===== src/rtl/otter_hazard_ctrl.sv =====
// Purpose : OTTER 5-stage hazard control: load-use stall, redirect flush, EX forwarding, DE bypass, programmer drain/hold.
// Latency : stall/flush/bypass are combinational; fwd_*_sel and hold_ack are registered (hold_ack at t+DRAIN_CYC+1).
// Backpres: stalls PC and IF/DE with pc_write/if_de_write; injects DE/EX bubbles; freezes fetch while the programmer holds.
//
// Ports: CLK/RESET (sync, active-high); de_* describe the instruction in DE; ex_redirect marks a
// taken control transfer in EX; prog_hold requests a drained, frozen pipeline (acknowledged by
// hold_ack). Outputs drive the PC/IF-DE enables, IF/DE flush, DE/EX bubble, EX forwarding muxes
// (00 latched, 01 EX/MEM aluResult, 10 WB_rfIn), DE bypass from WB_rfIn, and saturating
// stall/flush counters.
module otter_hazard_ctrl #(
    parameter int CNT_W     = 16,
    parameter int DRAIN_CYC = 3
) (
    input  logic             CLK,
    input  logic             RESET,
    input  logic [4:0]       de_rs1_addr,
    input  logic [4:0]       de_rs2_addr,
    input  logic             de_rs1_used,
    input  logic             de_rs2_used,
    input  logic [4:0]       de_rd_addr,
    input  logic             de_regWrite,
    input  logic             de_memRead,
    input  logic             ex_redirect,
    input  logic             prog_hold,
    output logic             pc_write,
    output logic             if_de_write,
    output logic             if_de_flush,
    output logic             de_ex_bubble,
    output logic [1:0]       fwd_a_sel,
    output logic [1:0]       fwd_b_sel,
    output logic             de_byp_a,
    output logic             de_byp_b,
    output logic             hold_ack,
    output logic [CNT_W-1:0] stall_cnt,
    output logic [CNT_W-1:0] flush_cnt
);

    localparam int DW = (DRAIN_CYC > 0) ? $clog2(DRAIN_CYC + 1) : 1;

    typedef enum logic [1:0] {RUN = 2'd0, DRAIN = 2'd1, HOLD = 2'd2} hold_state_t;

    typedef struct packed {
        logic       vld;
        logic [4:0] rd;
        logic       reg_write;
        logic       mem_read;
    } slot_t;

    slot_t       ex_slot, mem_slot, wb_slot;
    hold_state_t state, state_nxt;
    logic [DW-1:0] drain_cnt, drain_nxt;
    logic        hold_ack_q;
    logic        freeze, load_use, stall_evt, flush_evt;

    // x0 is hard-wired zero, so a write to it never produces a usable value.
    function automatic logic hits(input slot_t s, input logic [4:0] addr, input logic used);
        return s.vld && s.reg_write && (s.rd != 5'd0) && used && (s.rd == addr);
    endfunction

    // Nearest producer wins; a load still in EX has no data yet, so it never
    // selects the EX/MEM path (the load-use stall covers that case).
    function automatic logic [1:0] fwd_pick(input slot_t ex_s, input slot_t mem_s,
                                            input logic [4:0] addr, input logic used);
        if (hits(ex_s, addr, used) && !ex_s.mem_read)
            return 2'b01;
        else if (hits(mem_s, addr, used))
            return 2'b10;
        else
            return 2'b00;
    endfunction

    // Hold FSM next state. The drain counter leaves DRAIN on the edge where it reaches zero.
    always_comb begin
        state_nxt = state;
        drain_nxt = drain_cnt;
        unique case (state)
            RUN: begin
                if (prog_hold) begin
                    state_nxt = DRAIN;
                    drain_nxt = DW'(DRAIN_CYC);
                end
            end
            DRAIN: begin
                if (drain_cnt != '0)
                    drain_nxt = drain_cnt - DW'(1);
                if (drain_cnt <= DW'(1))
                    state_nxt = prog_hold ? HOLD : RUN;
            end
            HOLD: begin
                if (!prog_hold)
                    state_nxt = RUN;
            end
            default: state_nxt = RUN;
        endcase
    end

    // Pipeline control. Priority: reset, programmer freeze, redirect, load-use.
    // Fetch freezes in the very cycle prog_hold is first seen, not one cycle later.
    always_comb begin
        freeze       = (state != RUN) || prog_hold;
        load_use     = ex_slot.mem_read &&
                       (hits(ex_slot, de_rs1_addr, de_rs1_used) ||
                        hits(ex_slot, de_rs2_addr, de_rs2_used));
        pc_write     = 1'b1;
        if_de_write  = 1'b1;
        if_de_flush  = 1'b0;
        de_ex_bubble = 1'b0;
        stall_evt    = 1'b0;
        flush_evt    = 1'b0;
        if (RESET) begin
            if_de_flush  = 1'b1;
            de_ex_bubble = 1'b1;
        end else if (freeze) begin
            pc_write     = 1'b0;
            if_de_write  = 1'b0;
            if_de_flush  = 1'b1;
            de_ex_bubble = 1'b1;
        end else if (ex_redirect) begin
            // The DE instruction is wrong-path, so any load-use on it is moot.
            if_de_flush  = 1'b1;
            de_ex_bubble = 1'b1;
            flush_evt    = 1'b1;
        end else if (load_use) begin
            pc_write     = 1'b0;
            if_de_write  = 1'b0;
            de_ex_bubble = 1'b1;
            stall_evt    = 1'b1;
        end
    end

    assign de_byp_a = !RESET && hits(wb_slot, de_rs1_addr, de_rs1_used);
    assign de_byp_b = !RESET && hits(wb_slot, de_rs2_addr, de_rs2_used);
    assign hold_ack = hold_ack_q && !RESET;

    always_ff @(posedge CLK) begin
        if (RESET) begin
            state      <= RUN;
            drain_cnt  <= '0;
            hold_ack_q <= 1'b0;
            ex_slot    <= '0;
            mem_slot   <= '0;
            wb_slot    <= '0;
            fwd_a_sel  <= 2'b00;
            fwd_b_sel  <= 2'b00;
            stall_cnt  <= '0;
            flush_cnt  <= '0;
        end else begin
            state      <= state_nxt;
            drain_cnt  <= drain_nxt;
            hold_ack_q <= (state_nxt == HOLD);
            wb_slot    <= mem_slot;
            mem_slot   <= ex_slot;
            if (de_ex_bubble) begin
                ex_slot   <= '0;
                fwd_a_sel <= 2'b00;
                fwd_b_sel <= 2'b00;
            end else begin
                ex_slot   <= '{vld: 1'b1, rd: de_rd_addr, reg_write: de_regWrite, mem_read: de_memRead};
                fwd_a_sel <= fwd_pick(ex_slot, mem_slot, de_rs1_addr, de_rs1_used);
                fwd_b_sel <= fwd_pick(ex_slot, mem_slot, de_rs2_addr, de_rs2_used);
            end
            if (stall_evt && (stall_cnt != '1))
                stall_cnt <= stall_cnt + CNT_W'(1);
            if (flush_evt && (flush_cnt != '1))
                flush_cnt <= flush_cnt + CNT_W'(1);
        end
    end

endmodule


===== config.mk =====
export PLATFORM = sky130hd
export DESIGN_NAME = otter_hazard_ctrl
export DESIGN_NICKNAME = d
export VERILOG_FILES = /design/src/rtl/otter_hazard_ctrl.sv
export SDC_FILE = /design/constraint.sdc
export NUM_CORES = 1
export LEC_CHECK = 0
export BUFFER_PORTS_ARGS = -buffer_cell sky130_fd_sc_hd__clkbuf_2
export CAP_MARGIN = 20
export CORE_UTILIZATION = 60
export CTS_BUF_LIST = sky130_fd_sc_hd__clkbuf_4
export CTS_CLUSTER_DIAMETER = 60
export CTS_CLUSTER_SIZE = 14
export DETAILED_ROUTE_END_ITERATION = 12
export PLACE_DENSITY = 0.87
export SLEW_MARGIN = 15
export SYNTH_ARGS = -nofsm -noshare
export SYNTH_HDL_FRONTEND = slang
export SYNTH_SLANG_ARGS = --single-unit

===== constraint.sdc =====
create_clock -name CLK -period 3 [get_ports CLK]
set_input_delay 0.15 -clock CLK [delete_from_list [all_inputs] [get_ports CLK]]
set_output_delay 0.15 -clock CLK [all_outputs]
set_load 0.1 [all_outputs]

# == Yosys cells after proc, flatten, opt, wreduce, memory -nomap -nowiden ==
# Cells that the tools add are included.
# classes
mul,0
n_eq_ne,13
muxes,29
shift,0
bitwise_logic,0
div_mod_pow,0
n_reduce_logical,41
n_lt_le_gt_ge,1
n_addsub,3
# ops
operator,n
"adder 16 x 1 -> 16 bit, second input constant",2
"inequality test 16 bit, second input constant",2
== test 5 bit,6
logical AND 1 bit,26
2-to-1 mux 1 bit,18
2-to-1 mux 2 bit,8
nonzero test 5 bit,3
2-to-1 mux 8 bit,1
one-hot mux 2 bit (3 select lines),1
nonzero test 2 bit,3
OR reduction 3 bit,2
"== test 2 bit, second input constant",2
"inequality test 2 bit, second input constant",2
one-hot mux 2 bit (2 select lines),1
AND reduction 3 bit,1
"== test 2 x 1 -> 1 bit, second input constant",1
"<= comparator 2 x 1 -> 1 bit, second input constant",1
logical NOT 1 bit,2
logical NOT 2 bit,1
logical OR 1 bit,2
OR reduction 2 bit,1
"subtractor 2 x 1 -> 2 bit, second input constant",1
# totals
ff_bits,63
mem_bits_rw,0
latch_bits,0
in_bits,23
output_inout_bits,43
mem_count,0
romBits,0
word_cells,106

# == Depth between registers and ports, before layout ==
# depth
word_depth,11
depth_mapped,8
depth_no_buf,7

# == Least setup slack after synthesis ==
# OpenSTA, ideal clock, no wires.
# synth_path
path_kind,register -> output
from,reg ex_slot[3] in the netlist's numbering
to,out pc_write
required_time_ns,2.850
t_arrival_ns,5.224
path_buffers,1
stages_incl_launch_ff,7
slack_ns,-2.374
path_cell_list,dfxtp_1 -> or4_1 -> o2111ai_2 -> o21bai_2 -> nor2_1 -> o41ai_1 -> buf_4
# synth_between
elab_chain_len,10
word_cells_on_any_way,14
cone_classes,eq/ne: 2; mux: 4; reduce/logical: 8
# synth_rtl
item,line_no,source
"start, declared",49,"slot_t ex_slot, mem_slot, wb_slot;"
"start signal, assigned",158,"ex_slot <= '{vld: 1'b1, rd: de_rd_addr, reg_write: de_regWrite, mem_read: de_memRead};"
nonzero test 5 bit,57,return s.vld && s.reg_write && (s.rd != 5'd0) && used && (s.rd == addr);
logical AND 1 bit (3 in series),57,
logical OR 1 bit *,102,"(hits(ex_slot, de_rs1_addr, de_rs1_used) ||"
logical AND 1 bit *,101,load_use = ex_slot.mem_read &&
2-to-1 mux 1 bit * (4 in series),n/a,
"end, declared",25,"output logic pc_write,"
# Every way passes the cells marked *; elsewhere a longest branch is shown, timed or not.

# == Worst setup path in the final report ==
# layout_path
from,reg ex_slot[3] in the netlist's numbering
to,out if_de_write
# layout_between
elab_chain_len,10
word_cells_on_any_way,14
cone_classes,eq/ne: 2; mux: 4; reduce/logical: 8
# layout_rtl
item,line_no,source
nonzero test 5 bit,57,
logical AND 1 bit (3 in series),57,
logical OR 1 bit *,102,
logical AND 1 bit *,101,
2-to-1 mux 1 bit *,123,end else if (load_use) begin
2-to-1 mux 1 bit *,118,end else if (ex_redirect) begin
2-to-1 mux 1 bit *,113,end else if (freeze) begin
2-to-1 mux 1 bit *,110,if (RESET) begin
"end, declared",26,"output logic if_de_write,"
# Marks and branches as above.

==> metrics.yaml <==
routing:
  dr_total_vias: 2663
  drt-initial-drc-count: 174
  drtPass1Iterations: 4
  routedWlPerCell_um: 13.9
  via_per_inst: 5.61
  route.detailed.drc: 0
  antenna_left: 0
  drt_wl_total_um: 6620
clock_tree:
  clock_tree.buffer_depth: 2
  h-tree-depth: 3
  insertion_delay_ps: 400
  cts_buffers: 9
  cts_setup_buffers: 0
  cts_tree: "yes"
  clk_pin_slew_ps: 100
  root_buffer: "clkbuf_4"
  cts.sink_count: 63
timing:
  layout_setup_ws_ps: 111
  period_needed_ps: 2890
  setup_violations: 0
  slew_viol_final: 0
  fmax_ghz: 0.346
  hold-worst-slack_ps: 44.4
  tightest_slew_ps: 565
  rsz0062_at_grt: "false"
  slew_headroom_pct: 62.2
  hold_viol_final: 0
  period_share_pct: 96.3
  skew_ps: 18.8
worst_hold_path:
  worstHoldPathType: "input pin to flop"
  min_from: "de_rs2_used"
synthesis:
  synthesis.nets: 358
  ys_ff_latch: 63
  postSynthCellCount: 331
  synthArstFlopShare_pct: 0
  synth_cell_types: 51
  synth_top_area_share_pct: 41.5
  ys_seq_area_share_pct: 41.5
  ys.flop_type: "dfxtp_1"
  synth-edff-count: 0
  synth_area_leaders: "dfxtp_1 42%, xor2_1 8.4%, xnor2_1 4.3%"
  yosysWarningCount: 0
  syn_avg_cell_area_um2: 9.17
  netlist_area_um2: 3040
  yosysTopAreaCell: "dfxtp_1"
setup_path:
  crit_slowest_cell: "or4_4"
  crit_start: "ex_slot[3]$_SDFF_PP0_"
  worst_setup_path_end_kind: "primary output"
  cp_slowest_stage_delay_ps: 570
  critPathKind: "flop to primary output"
  cp.arrival_ps: 2740
  start_kind: "flop"
  cp.required_ps: 2850
  crit_path_cell_trace: "or4_4 > o2111ai_4 > o21bai_4 > nor2_2 > o41ai_4 > buf_2"
  crit_fanout: 10
  rr_startpoint: "state[1]$_SDFF_PP0_"
  crit_buf_inv: 1
  cp_top_family: "compound AO/OA/AOI/OAI gates"
cells_and_area:
  drive_above_1_share_pct: 24.3
  antenna_cells: 0
  nets: 431
  area_delta_synth_final_pct: 19.8
  fillers: 368
  finish.utilization_pct: 76.0
placement:
  pre_cts_slack_ps: 514
  port_buffers: 65
  dp_hpwl_um: 4630
  place_congestion: 0.878
global_route:
  grt_start_max_net_pins: 57
  grt_pass1_wl_um: 10800
  grt_usage_pct: 26.5
  antenna_found_initial: 0
  grt_pass1_vias: 2439
  overflow: 0
floorplanning:
  initial_core_util_pct: 63.5
  die-area_um2: 5350
  die_x_um: 73.1
  core_area_um2: 4790
  row_count: 25
  fp.dieH_um: 73.1
  io_pins: 66
job:
  drv_cap: 0
outcome:
  status: "complete, no violations"
pwr:
  power_mw: 1.58
  leakagePower_nw: 1.50
  power_density_nw_per_um2: 434
  vdd_drop_max_mv: 0.275
-- what timing repair did --
| item | in CTS | in global routing |
|---|---|---|
| endpoints found under the setup margin | 0 | 2 |
| hold buffers | 7 | 0 |
| gates resized for setup | 0 | 2 |
| endpoints found under the hold margin | 7 | 0 |
-- metal layers --
metal	global-route usage, %	wire (µm)	part of all wire [%]	vias to the layer above
li1	-	-	-	1325
met1	32.9	3030	46	1260
met2	45.4	3270	49	65
met3	3.73	227	3.4	13
met4	12.0	104	1.6	0
met5	0	0	0	-
-- worst min-delay path: cells and delay by family --
kind            cells  cell delay, ps
buf+inv             1             110
compound gates      1              50
simple gates        1              80
-- placed cells by master (no fill, tap or decap), types with 11 or more instances in the layout --
cell      synthesis  routed
dfxtp_1          63      63
nand4_1          14      14
nand2_1          18      18
clkbuf_2          0      63
clkbuf_4          1      11
nor2b_1          19      19
and3_1           16      16
xnor2_1          15      15
xor2_1           29      29
nor2_1           28      27
a21oi_1          14      14
-- cell families (layout without fill, tap and decap cells) --
kind of cell               count (synthesis)  after routing  synth area share, %
adders and majority gates                  4              4                 1.65
AOI/OAI and AO/OA                         48             48                 11.4
xor gates and xnor gates                  44             44                 12.7
buffers and inverters                     19             96                 2.97
DFF                                       63             63                 41.5
and+or+nand+nor                          146            146                 27.2
muxes                                      7              7                 2.51
-- state kept, by name, summed over array words and instances, names as in the netlist --
| signal | count |
|---|---|
| state | 2 |
| fwd_b_sel | 2 |
| fwd_a_sel | 2 |
| stall_cnt | 16 |
| hold_ack_q | 1 |
| mem_slot | 7 |
| drain_cnt | 2 |
| flush_cnt | 16 |
| ex_slot | 8 |
| wb_slot | 7 |
-- metrics by stage --
stage          instances  area [µm²]  TNS [ps]
3_3_place_gp         453        3440         0
2_1_floorplan        331        3080      -107
4_1_cts              475        3640         0
3_5_place_dp         453        3440         0
5_1_grt              475        3640         0
6_report             475        3640         0
-- Yosys cell counts, types with 6 or more instances --
cell,instances
dfxtp_1,63
xor2_1,29
nor2_1,28
nor2b_1,19
nand2_1,18
and3_1,16
xnor2_1,15
a21oi_1,14
nand4_1,14
nand3_1,10
or3_1,10
o21ai_0,9
clkbuf_1,7
inv_1,7
nor3_1,6
nor4_1,6
-- power breakdown --
group          internal, mW  switching [mW]  leakage, nW
Combinational        0.0607           0.101        0.917
Sequential            0.848          0.0147        0.509
Clock                 0.266           0.289       0.0727
Total                  1.17           0.405         1.50
-- worst paths after layout --
check / endpoint / slack, ps / cells after the start
setup / recovery: if_de_write / 110 / 6
hold / removal: fwd_b_sel[1]$_SDFF_PP0_ / 40 / 3
setup reg to reg: stall_cnt[6]$_SDFFE_PP0P_ / 640 / 6
hold reg to reg: wb_slot[1]$_SDFF_PP0_ / 480 / 1
-- layout make-up --
class	count	area [µm²]	share of cell area (%)
Clock buffer	11	82.6	2.27
Clock inverter	4	47.5	1.31
Tap cell	67	83.8	2.30
Sequential cell	63	1260	34.7
Timing Repair Buffer	73	403	11.1
Inverter	8	30.0	0.826
Multi-Input combinational cell	249	1730	47.5
(Power assumes the default switching activity.)
